[config.mk]
export PLATFORM = sky130hd
export DESIGN_NAME = pong_match_ctrl
export DESIGN_NICKNAME = d
export VERILOG_FILES = /design/src/rtl/pong_match_ctrl.sv
export SDC_FILE = /design/constraint.sdc
export NUM_CORES = 1
export LEC_CHECK = 0
export ABC_CLOCK_PERIOD_IN_PS = 2350
export BUFFER_PORTS_ARGS = -buffer_cell sky130_fd_sc_hd__buf_4
export CAP_MARGIN = 15
export CORE_MARGIN = 2
export CORE_UTILIZATION = 55
export CTS_CLUSTER_SIZE = 24
export DETAILED_ROUTE_END_ITERATION = 10
export PLACE_DENSITY = 0.78
export SLEW_MARGIN = 20
export SYNTH_ARGS = -nofsm -noshare
export SYNTH_HDL_FRONTEND = slang
export SYNTH_SLANG_ARGS = --single-unit
[constraint.sdc]
create_clock -name i_clk -period 2.35 [get_ports i_clk]
set_input_delay 0.235 -clock i_clk [delete_from_list [all_inputs] [get_ports i_clk]]
set_output_delay 0.235 -clock i_clk [all_outputs]
set_load 0.01 [all_outputs]
[src/rtl/pong_match_ctrl.sv]
// -----------------------------------------------------------------------------
// pong_match_ctrl
// Match-level sequencer for the pong datapath. It owns the scores, the serve
// and freeze timing and the win detection. It tells the ball block when to
// hold, re-centre and run, and it tells the VGA mux which screen to draw.
//
// Optional feature: define PONG_PAUSE_EN to add a PAUSE state (code 5).
//   start in SERVE/RALLY parks the match in PAUSE, with the frame counter
//   frozen and misses ignored. A second start resumes the parked state.
//   Without the macro, start in SERVE/RALLY/POINT aborts to IDLE.
//
// Parameters
//   WIN_SCORE    points that end a match (1..15)
//   SERVE_FRAMES frames the ball sits centred before a serve (1..255)
//   POINT_FRAMES frames the field freezes after a point (1..255)
//   OVER_FRAMES  frames the winner screen is held (1..255)
//
// Ports
//   i_clk          system clock
//   i_rst          synchronous reset, active high
//   i_start        debounced start press, one-cycle pulse
//   i_frame_tick   one-cycle pulse per video frame
//   i_miss_p1      ball passed p1's goal line (pulse)
//   i_miss_p2      ball passed p2's goal line (pulse)
//   o_ball_run     1 = ball may move
//   o_ball_center  one-cycle pulse: ball reloads centre position
//   o_serve_dir    0 = serve toward p1, 1 = serve toward p2
//   o_p1_score     player 1 score
//   o_p2_score     player 2 score
//   o_winner       00 none, 01 p1, 10 p2
//   o_title_on     1 = mux shows the start screen
//   o_state        current state code (debug)
// -----------------------------------------------------------------------------
module pong_match_ctrl #(
  parameter int WIN_SCORE    = 3,
  parameter int SERVE_FRAMES = 60,
  parameter int POINT_FRAMES = 90,
  parameter int OVER_FRAMES  = 180
) (
  input  logic       i_clk,
  input  logic       i_rst,
  input  logic       i_start,
  input  logic       i_frame_tick,
  input  logic       i_miss_p1,
  input  logic       i_miss_p2,
  output logic       o_ball_run,
  output logic       o_ball_center,
  output logic       o_serve_dir,
  output logic [3:0] o_p1_score,
  output logic [3:0] o_p2_score,
  output logic [1:0] o_winner,
  output logic       o_title_on,
  output logic [2:0] o_state
);

  typedef enum logic [2:0] {
    ST_IDLE  = 3'd0,
    ST_SERVE = 3'd1,
    ST_RALLY = 3'd2,
    ST_POINT = 3'd3,
    ST_OVER  = 3'd4
`ifdef PONG_PAUSE_EN
    , ST_PAUSE = 3'd5
`endif
  } state_t;

  localparam logic [3:0] LP_WIN        = 4'(WIN_SCORE);
  localparam logic [7:0] LP_SERVE_LAST = 8'(SERVE_FRAMES - 1);
  localparam logic [7:0] LP_POINT_LAST = 8'(POINT_FRAMES - 1);
  localparam logic [7:0] LP_OVER_LAST  = 8'(OVER_FRAMES - 1);

  state_t     r_state;
  logic [7:0] r_fc;
  logic [3:0] r_p1;
  logic [3:0] r_p2;
  logic [1:0] r_winner;
  logic       r_serve_dir;
  logic       r_ball_center;
  logic       r_ball_run;
  logic       r_title_on;

  state_t     w_state_next;
  logic [7:0] w_fc_next;
  logic [3:0] w_p1_next;
  logic [3:0] w_p2_next;
  logic [1:0] w_winner_next;
  logic       w_dir_next;
  logic       w_center_next;

`ifdef PONG_PAUSE_EN
  state_t     r_resume;
  state_t     w_resume_next;
`endif

  always_comb begin
    w_state_next  = r_state;
    w_fc_next     = i_frame_tick ? (r_fc + 8'd1) : r_fc;
    w_p1_next     = r_p1;
    w_p2_next     = r_p2;
    w_winner_next = r_winner;
    w_dir_next    = r_serve_dir;
    w_center_next = 1'b0;
`ifdef PONG_PAUSE_EN
    w_resume_next = r_resume;
`endif

    case (r_state)
      ST_IDLE: begin
        if (i_start) begin
          w_state_next  = ST_SERVE;
          w_p1_next     = 4'd0;
          w_p2_next     = 4'd0;
          w_winner_next = 2'b00;
          w_center_next = 1'b1;
        end
      end

      ST_SERVE: begin
        if (i_start) begin
`ifdef PONG_PAUSE_EN
          w_state_next  = ST_PAUSE;
          w_resume_next = ST_SERVE;
`else
          w_state_next  = ST_IDLE;
`endif
        end else if (i_frame_tick && (r_fc == LP_SERVE_LAST)) begin
          w_state_next = ST_RALLY;
        end
      end

      ST_RALLY: begin
        if (i_start) begin
`ifdef PONG_PAUSE_EN
          w_state_next  = ST_PAUSE;
          w_resume_next = ST_RALLY;
`else
          w_state_next  = ST_IDLE;
`endif
        end else if (i_miss_p1 && i_miss_p2) begin
          // Simultaneous misses: the point is void, nobody scores.
          w_state_next = ST_POINT;
        end else if (i_miss_p1) begin
          w_state_next = ST_POINT;
          w_dir_next   = 1'b0;
          w_p2_next    = (r_p2 < LP_WIN) ? (r_p2 + 4'd1) : r_p2;
        end else if (i_miss_p2) begin
          w_state_next = ST_POINT;
          w_dir_next   = 1'b1;
          w_p1_next    = (r_p1 < LP_WIN) ? (r_p1 + 4'd1) : r_p1;
        end
      end

      ST_POINT: begin
        if (i_start) begin
          w_state_next = ST_IDLE;
        end else if (i_frame_tick && (r_fc == LP_POINT_LAST)) begin
          if (r_p1 == LP_WIN) begin
            w_winner_next = 2'b01;
            w_state_next  = ST_OVER;
          end else if (r_p2 == LP_WIN) begin
            w_winner_next = 2'b10;
            w_state_next  = ST_OVER;
          end else begin
            w_center_next = 1'b1;
            w_state_next  = ST_SERVE;
          end
        end
      end

      ST_OVER: begin
        if (i_start || (i_frame_tick && (r_fc == LP_OVER_LAST))) begin
          w_state_next = ST_IDLE;
        end
      end

`ifdef PONG_PAUSE_EN
      ST_PAUSE: begin
        w_fc_next = r_fc;
        if (i_start) begin
          w_state_next = r_resume;
        end
      end
`endif

      default: w_state_next = ST_IDLE;
    endcase

    // Counter restarts on a genuine state change. Entering or leaving PAUSE
    // is not one: the parked state picks up its frame count where it stopped.
    if (w_state_next != r_state) begin
`ifdef PONG_PAUSE_EN
      if ((w_state_next != ST_PAUSE) && (r_state != ST_PAUSE)) begin
        w_fc_next = 8'd0;
      end
`else
      w_fc_next = 8'd0;
`endif
    end
  end

  always_ff @(posedge i_clk) begin
    if (i_rst) begin
      r_state       <= ST_IDLE;
      r_fc          <= 8'd0;
      r_p1          <= 4'd0;
      r_p2          <= 4'd0;
      r_winner      <= 2'b00;
      r_serve_dir   <= 1'b0;
      r_ball_center <= 1'b0;
      r_ball_run    <= 1'b0;
      r_title_on    <= 1'b1;
`ifdef PONG_PAUSE_EN
      r_resume      <= ST_SERVE;
`endif
    end else begin
      r_state       <= w_state_next;
      r_fc          <= w_fc_next;
      r_p1          <= w_p1_next;
      r_p2          <= w_p2_next;
      r_winner      <= w_winner_next;
      r_serve_dir   <= w_dir_next;
      r_ball_center <= w_center_next;
      // Decoded from the next state so the flags change on the same edge.
      r_ball_run    <= (w_state_next == ST_RALLY);
      r_title_on    <= (w_state_next == ST_IDLE);
`ifdef PONG_PAUSE_EN
      r_resume      <= w_resume_next;
`endif
    end
  end

  assign o_ball_run    = r_ball_run;
  assign o_ball_center = r_ball_center;
  assign o_serve_dir   = r_serve_dir;
  assign o_p1_score    = r_p1;
  assign o_p2_score    = r_p2;
  assign o_winner      = r_winner;
  assign o_title_on    = r_title_on;
  assign o_state       = r_state;

endmodule
---- Word level (Yosys, flattened, before mapping) ----
Cells that the tools add are included.
word-level totals
  register bits ........................... 25
  latch bits .............................. 0
  memory bits (writable) .................. 0
  memory bits (read-only) ................. 0
  output and inout bits ................... 17
  word-level logic and storage cells ...... 92
  memories ................................ 0
cells by class
  add/sub/neg operators ................... 3
  $mul .................................... 0
  div/mod/pow operators ................... 0
  $lt $le $gt $ge ......................... 2
  equality and inequality tests ........... 22
  shift-type cells ........................ 0
  muxes and demuxes ....................... 39
  bitwise gates (word level) .............. 2
  reductions and logical operators ........ 15
operator list
  operator                                                               count
  4-bit 2-to-1 mux                                                       10
  3-bit 2-to-1 mux                                                       12
  2-bit != test (second input constant)                                  10
  4-bit one-hot mux with 2 select lines                                  2
  3-bit one-hot mux with 5 select lines                                  1
  2-bit 2-to-1 mux                                                       5
  3-bit by 2-bit == test with 1-bit output (second input constant)       3
  4-bit by 1-bit adder with 4-bit output (second input constant)         2
  8-bit by 1-bit adder with 8-bit output (second input constant)         1
  4-bit by 2-bit == test with 1-bit output (second input constant)       2
  8-bit by 6-bit == test with 1-bit output (second input constant)       1
  8-bit by 7-bit == test with 1-bit output (second input constant)       1
  8-bit == test (second input constant)                                  1
  4-bit by 2-bit < comparator with 1-bit output (second input constant)  2
  1-bit 2-to-1 mux                                                       7
  7-bit AND reduction                                                    1
  3-bit logical NOT                                                      2
  6-bit AND reduction                                                    1
  2-bit nonzero test                                                     3
  5-bit AND reduction                                                    1
  1-bit logical AND                                                      4
  2-bit one-hot mux with 2 select lines                                  1
  4-bit AND reduction                                                    1
  3-bit by 1-bit == test with 1-bit output (second input constant)       1
  other kinds (7)                                                        8

---- Logic depth before layout (Yosys ltp) ----
Gate-level depths: netlist of run 1.
  depth after elaboration ................. 8
  gate-level depth with buffers ........... 7

---- Worst setup path after synthesis of run 1 ----
Ideal clock, no wire load.
  path kind ............................... reg2reg
  from .................................... reg r_p1[0], in the netlist o_p1_score[0]
  to ...................................... reg r_fc[1]
  data arrival time ....................... 1645 ps
  data required time ...................... 2264 ps
  path slack .............................. 618 ps
  stages on the path, launching flop included .. 7
  path buffers ............................ 0
  period minus slack after synthesis ...... 1732 ps
  cells stage by stage .................... dfxtp_1 ha_1 nor3b_2 o2111ai_1 a32oi_1 nand3_2 a221oi_2
between the ends
  longest elaborated chain between the ends .. 7
RTL lines
  element                                   RTL line  RTL
  start: declaration                        74        logic [3:0] r_p1;
  start signal: assignment                  218       r_p1 <= w_p1_next;
  4-bit by 2-bit == test with 1-bit output  157       if (r_p1 == LP_WIN) begin
  3-bit 2-to-1 mux                          157
  3-bit 2-to-1 mux                          156       end else if (i_frame_tick && (r_fc == LP_POINT_LAST)) begin
  3-bit 2-to-1 mux                          154       if (i_start) begin
  3-bit one-hot mux with 5 select lines     107       case (r_state)
  3-bit != test                             190       if (w_state_next != r_state) begin
  2-bit OR reduction (no line)              -
  end signal: assignment                    217       r_fc <= w_fc_next;
  end: declaration                          73        logic [7:0] r_fc;
Every way passes these cells.
A chain may end at the register's enable or synchronous reset.

---- Worst setup path after layout of run 1 ----
  from .................................... reg r_p2[0], in the netlist o_p2_score[0]
  to ...................................... reg r_fc[1]
between the ends
  longest elaborated chain between the ends .. 8
RTL lines
  element                                   RTL line  RTL
  start: declaration                        75        logic [3:0] r_p2;
  start signal: assignment                  219       r_p2 <= w_p2_next;
  4-bit by 2-bit == test with 1-bit output  160       end else if (r_p2 == LP_WIN) begin
  3-bit 2-to-1 mux                          160
  3-bit 2-to-1 mux                          157
  3-bit 2-to-1 mux                          156
  3-bit 2-to-1 mux                          154
  3-bit one-hot mux with 5 select lines     107
  3-bit != test                             190
  2-bit OR reduction (no line)              -
Every way passes these cells.

==> out/metrics.cfg, run 1 <==
[final_layout]
multi_input_area_um2=788
nets=187
syn_to_final_growth_pct=13.7
nFillCells=212
final_common_cell=dfxtp_1
seq_area_um2=500
utilization_pct=64.2
drive_above_1_share_pct=21.0
post-route-cell-area_um2=1550
fin_cells=206
layout_common_cells=25 x dfxtp_1, 22 x buf_4, 17 x nor2_1
n_antenna_cell=0

[place]
dpl.cell_count=202
io_buffers=22
placed_area_um2=1520
finalWeightedCongestion=0.923
place.detailed.hpwl_um=2190

[clocking]
cts_made_buffers=3
cts_tree=built
clk_pin_slew_ps=130
holdBufCountCts=0
htreeDepth=1
clk_latency_ps=320
cts_resized=0
postCtsSetupRepairBufs=0
cts_root_buffer=clkbuf_4
clock_sinks=25
cts_buffer_depth=2

[timing]
fin_crit_sh_pct=88.3
fin_worst_skew_ps=3.57
fmax_mhz=482
rsz0062_at_grt=false
setup_viol=0
max_slew_margin_pct=57.1
hold_violations=0
setup-tns-final_ps=0
final_max_slew_viol_count=0
post-route-min-period_ps=2070
worst_slew_pin_slew_ps=642

[synth]
synth_seq_cells=25
ys_types=54
syn_nets=167
yosysWarnings=0
ys_async_sr_fraction_pct=0
netlist_area_um2=1360
ys.flop_type=dfxtp_1
yosysSeqAreaShare_pct=36.8
netlist_instances=157
syn_avg_cell_area_um2=8.67
synth-edff-count=0

[worst_setup_path]
path_max_fanout=8
path_cells=ha_1 > nor3b_1 > o2111ai_1 > a32oi_1 > nand3_2 > a221oi_2
cp-start-kind=flop
cpMaxStageDelayCell=dfxtp_1
worst-path-buf-inv=0
cpPeakStageDelay_ps=420
critical_path_class=flop to flop
arrival_ps=2320
critPathRequiredTime_ps=2590
crit_family=compound AO/OA/AOI/OAI gates
setup.worst_path.end_class=flop

[hold_path]
hp-class=primary input to flop

[detailed_routing]
ant_nets=0
viasPerCell=6.07
wl_per_cell_um=14.2
vias=1250
dr.pass1.iters=4
drt-total-wl_um=2930
drc=0
drt_iter0_drc=24

[power]
p_leak_uw=0.000592
powerDensity_nw_per_um2=460
vdd_ir_drop_max_mv=0.407

[job]
max-cap-violations=0

[global_route]
track_usage_pct=23.3
grt_pass1_wl_um=4920
globalRoute.totalOverflow=0
grt_max_degree=18
grt_pass1_vias=1146
grt_antenna_before_repair=0

[floorplan]
die_x_um=53.8
start_util_pct=56.5
die_h_um=53.8
io-pin-count=23
rows=18
die-area_um2=2890
core_um2=2410

[run_status]
status=finished clean

==> sequential cells by signal, indices dropped and copies added, names as in the netlist <==
signal and count:
r_fc 8, o_p1_score 4, o_p2_score 4, o_state 3, o_winner 2, o_ball_center 1, o_ball_run 1, o_serve_dir 1
o_title_on 1
==> final cells by class <==
cell class	count	area share (%)
Inverter	8	1.94
Multi-Input combinational cell	117	50.9
Clock buffer	4	1.70
Timing Repair Buffer	22	10.7
Sequential cell	25	32.3
Tap cell	30	2.43
==> path summary, 6_finish.rpt <==
path / from / endpoint / slack [ps] / depth (start not counted)
worst min register to register: o_p2_score[2] / o_p2_score[2] / 490 / 2
worst min-delay path: i_rst / o_serve_dir / 170 / 2
worst max-delay path: o_p2_score[0] / r_fc[1] / 280 / 6
worst max register to register: o_p2_score[0] / r_fc[1] / 280 / 6
==> cell usage after synthesis (2+ instances only) <==
cell,n,area (um^2)
o21ai_0,3,15.0
ha_1,4,50.1
nor2b_1,3,18.8
nor2_1,17,63.8
o41ai_1,2,17.5
nand2_1,11,41.3
nand3_1,5,25.0
or2_2,2,12.5
xor2_1,6,52.6
nand4b_1,2,17.5
nand4_1,3,18.8
clkbuf_1,2,7.51
buf_4,4,30.0
xnor2_1,3,26.3
nor4_1,5,31.3
a21o_1,2,15.0
nor3_1,5,25.0
dfxtp_1,25,500
inv_1,8,30.0
a21oi_1,11,55.1
==> worst register-to-register path, delay by kind of cell, from the launching register on <==
kind	cells	cell delay, ps
compound gates	3	800
fa+ha+maj	1	190
flops	1	420
simple gates	2	600
==> per-layer routing <==
| layer | vias up | GRT usage (%) | wire length [um] |
|---|---|---|---|
| met2 | 46 | 38.4 | 1420 |
| met1 | 585 | 29.7 | 1310 |
| met3 | 4 | 3.61 | 155 |
| met4 | 0 | 11.1 | 37 |
| met5 | - | 0 | 0 |
| li1 | 615 | - | - |
==> stage by stage <==
stage,power (uW),hold slack [ps],worst slack (ps)
detailed placement,531,477,319
floorplan,504,392,618
global placement,529,468,352
finish,712,170,276
global route,744,161,65.7
CTS,720,161,278
==> kinds of logic (layout without fill, tap and decap cells) <==
family / Yosys count / count (layout) / share of synthesized area, %
AOI/OAI and AO/OA: 34 / 34 / 18.3
and+or+nand+nor: 68 / 68 / 28.7
muxes: 1 / 1 / 0.735
DFF: 25 / 25 / 36.8
adders and majority gates: 5 / 5 / 4.41
buffers and inverters: 15 / 34 / 5.33
xor gates and xnor gates: 9 / 9 / 5.79
==> report_power, final <==
part	leakage, uW	total [uW]	internal (uW)	switching (uW)
registers	0.000203	442	432	10.1
logic	0.000374	79.9	35.0	44.9
clock network	0.0000150	190	66.4	124
(Power assumes the default switching activity.)
==> run 2: changes to the inputs <==
- ABC_CLOCK_PERIOD_IN_PS: 2350 -> 2410
- CORE_UTILIZATION: 55 -> 59
- PLACE_DENSITY: 0.78 -> 0.83
- REMOVE_ABC_BUFFERS: not set -> 1
- clock period: 2.35 -> 2.41 ns (I/O delays scaled with it)
==> run 2 against run 1 <==
Global-route usage grew 0.30 points. Via count shrank 1.8%. Clock-buffer cell count is the same. Register-to-register slack gained 80 ps. Power shrank 2.5%. Clock power shrank 2%. Combinational power shrank 3.6%. First-iteration DRC count grew 120%. Clock skew is essentially flat. Final cell count shrank 0.49%. Critical path type unchanged. Largest power group unchanged.
==> out/metrics.cfg, run 2 (synthesized netlist as in run 1, its figures left out) <==
[power]
p_leak_uw=0.000597
vdd_ir_drop_max_mv=0.429
power_uw=694
powerDensity_nw_per_um2=447

[detailed_routing]
vias=1227
drc=0
ant_nets=0
highest_layer=met4
drt_iter0_drc=53
wl_met1_um=1360
wl_met2_um=1380
dr.pass1.iters=4
drt-total-wl_um=2900
dr_wl_met3_um=114
wl_per_cell_um=14.2
viasPerCell=5.99

[timing]
setup_viol=0
hold_violations=0
fin_crit_sh_pct=85.3
post-route-min-period_ps=2060
setup-tns-final_ps=0
rsz0062_at_grt=false
max_slew_margin_pct=56.2
worst_slew_pin_slew_ps=656
fin_worst_skew_ps=3.90
fmax_mhz=486
final_max_slew_viol_count=0

[worst_setup_path]
cp-start-kind=flop
arrival_ps=2310
critPathRequiredTime_ps=2660
path_cells=ha_1 > nor3b_1 > o2111ai_1 > a32oi_1 > nand3_2 > a221oi_2
critical_path_class=flop to flop
cpMaxStageDelayCell=dfxtp_1
path_max_fanout=8
setup.worst_path.end_class=flop
r2r_start=o_p2_score[0]
worstRegToRegCells=6
cpPeakStageDelay_ps=420
rrSetupSlack_ps=350
crit-reg2reg-capture=r_fc[1]

[final_layout]
utilization_pct=70.9
layout_common_cells=25 x dfxtp_1, 23 x buf_4, 17 x nor2_1
regMostFlops=r_fc
n_antenna_cell=0
drive_above_1_share_pct=21.5
syn_to_final_growth_pct=14.1
nets=188
final_common_cell=dfxtp_1
largest_reg_flops=8

[clocking]
holdBufCountCts=0
clk_pin_slew_ps=130
htreeDepth=1
cts_resized=0
clock_sinks=25
cts_root_buffer=clkbuf_4
cts_tree=built
cts_buffer_depth=2
cts_made_buffers=3
postCtsSetupRepairBufs=0
clk_latency_ps=320

[global_route]
track_usage_pct=23.6
globalRoute.totalOverflow=0
grt_pass1_vias=1066
grt_max_degree=18
grt_pass1_wl_um=4860
grt_antenna_before_repair=0

[place]
finalWeightedCongestion=0.939
place.detailed.hpwl_um=2170
io_buffers=22

[hold_path]
min_from=i_frame_tick
hp-class=primary input to flop
whs_endpoint=r_fc[1]
worst_hold_path.num_cells=2

[floorplan]
core_um2=2190
start_util_pct=62.1
die-area_um2=2710
rows=17
die_x_um=52.0
die_h_um=52.0
io-pin-count=23

[run_status]
status=finished clean

[job]
max-cap-violations=0

run 2: cell count changes in the layout (fill, tap and decap cells not counted), sizes merged:
cell	delta
buf	+1
run 2: through the flow:
| step | setup slack (ps) | hold slack (ps) | cell area, um^2 | cells |
|---|---|---|---|---|
| floorplan | 678 | 310 | 1320 | 150 |
| global placement | 510 | 470 | 1530 | 201 |
| detailed placement | 411 | 476 | 1530 | 201 |
| CTS | 390 | 154 | 1550 | 205 |
| global route | 176 | 174 | 1550 | 205 |
| finish | 354 | 163 | 1550 | 205 |
run 2: power breakdown:
| group | switching (uW) | total [uW] | internal, uW |
|---|---|---|---|
| clock network | 121 | 186 | 64.8 |
| registers | 9.99 | 431 | 421 |
| logic | 42.9 | 77.0 | 34.2 |
| total | 174 | 694 | 520 |
run 2: metal layers:
layer	GRT usage [%]	vias up
li1	-	615
met4	9.21	0
met3	2.59	7
met2	39.9	32
met5	0	-
met1	30.6	573
run 2: critical path: cells and delay by family, from the launching register on:
family                     cells  cell delay, ps
AOI/OAI and AO/OA              3             760
adders and majority gates      1             200
DFF                            1             420
and+or+nand+nor                2             600
run 2: how the worst max path moves through the flow:
| stage | start | end | slack [ps] | cells after the start |
|---|---|---|---|---|
| finish | o_p2_score[0] | r_fc[1] | 350 | 6 |
| CTS | o_p2_score[0] | r_fc[1] | 390 | 6 |
| global placement | o_p1_score[0] | r_fc[1] | 510 | 6 |
| detailed placement | o_p2_score[0] | r_fc[1] | 410 | 6 |
| floorplan | o_p1_score[0] | r_fc[1] | 680 | 6 |
| global route | o_p2_score[0] | r_fc[1] | 180 | 6 |
run 2: final cells by class:
type                    instances  area [um^2]
inverters                       8         30.0
repair buffers                 23          173
well taps                      28         35.0
clock buffers                   4         26.3
flip-flops and latches         25          500
multi-input cells             117          788
fillers                       180          638
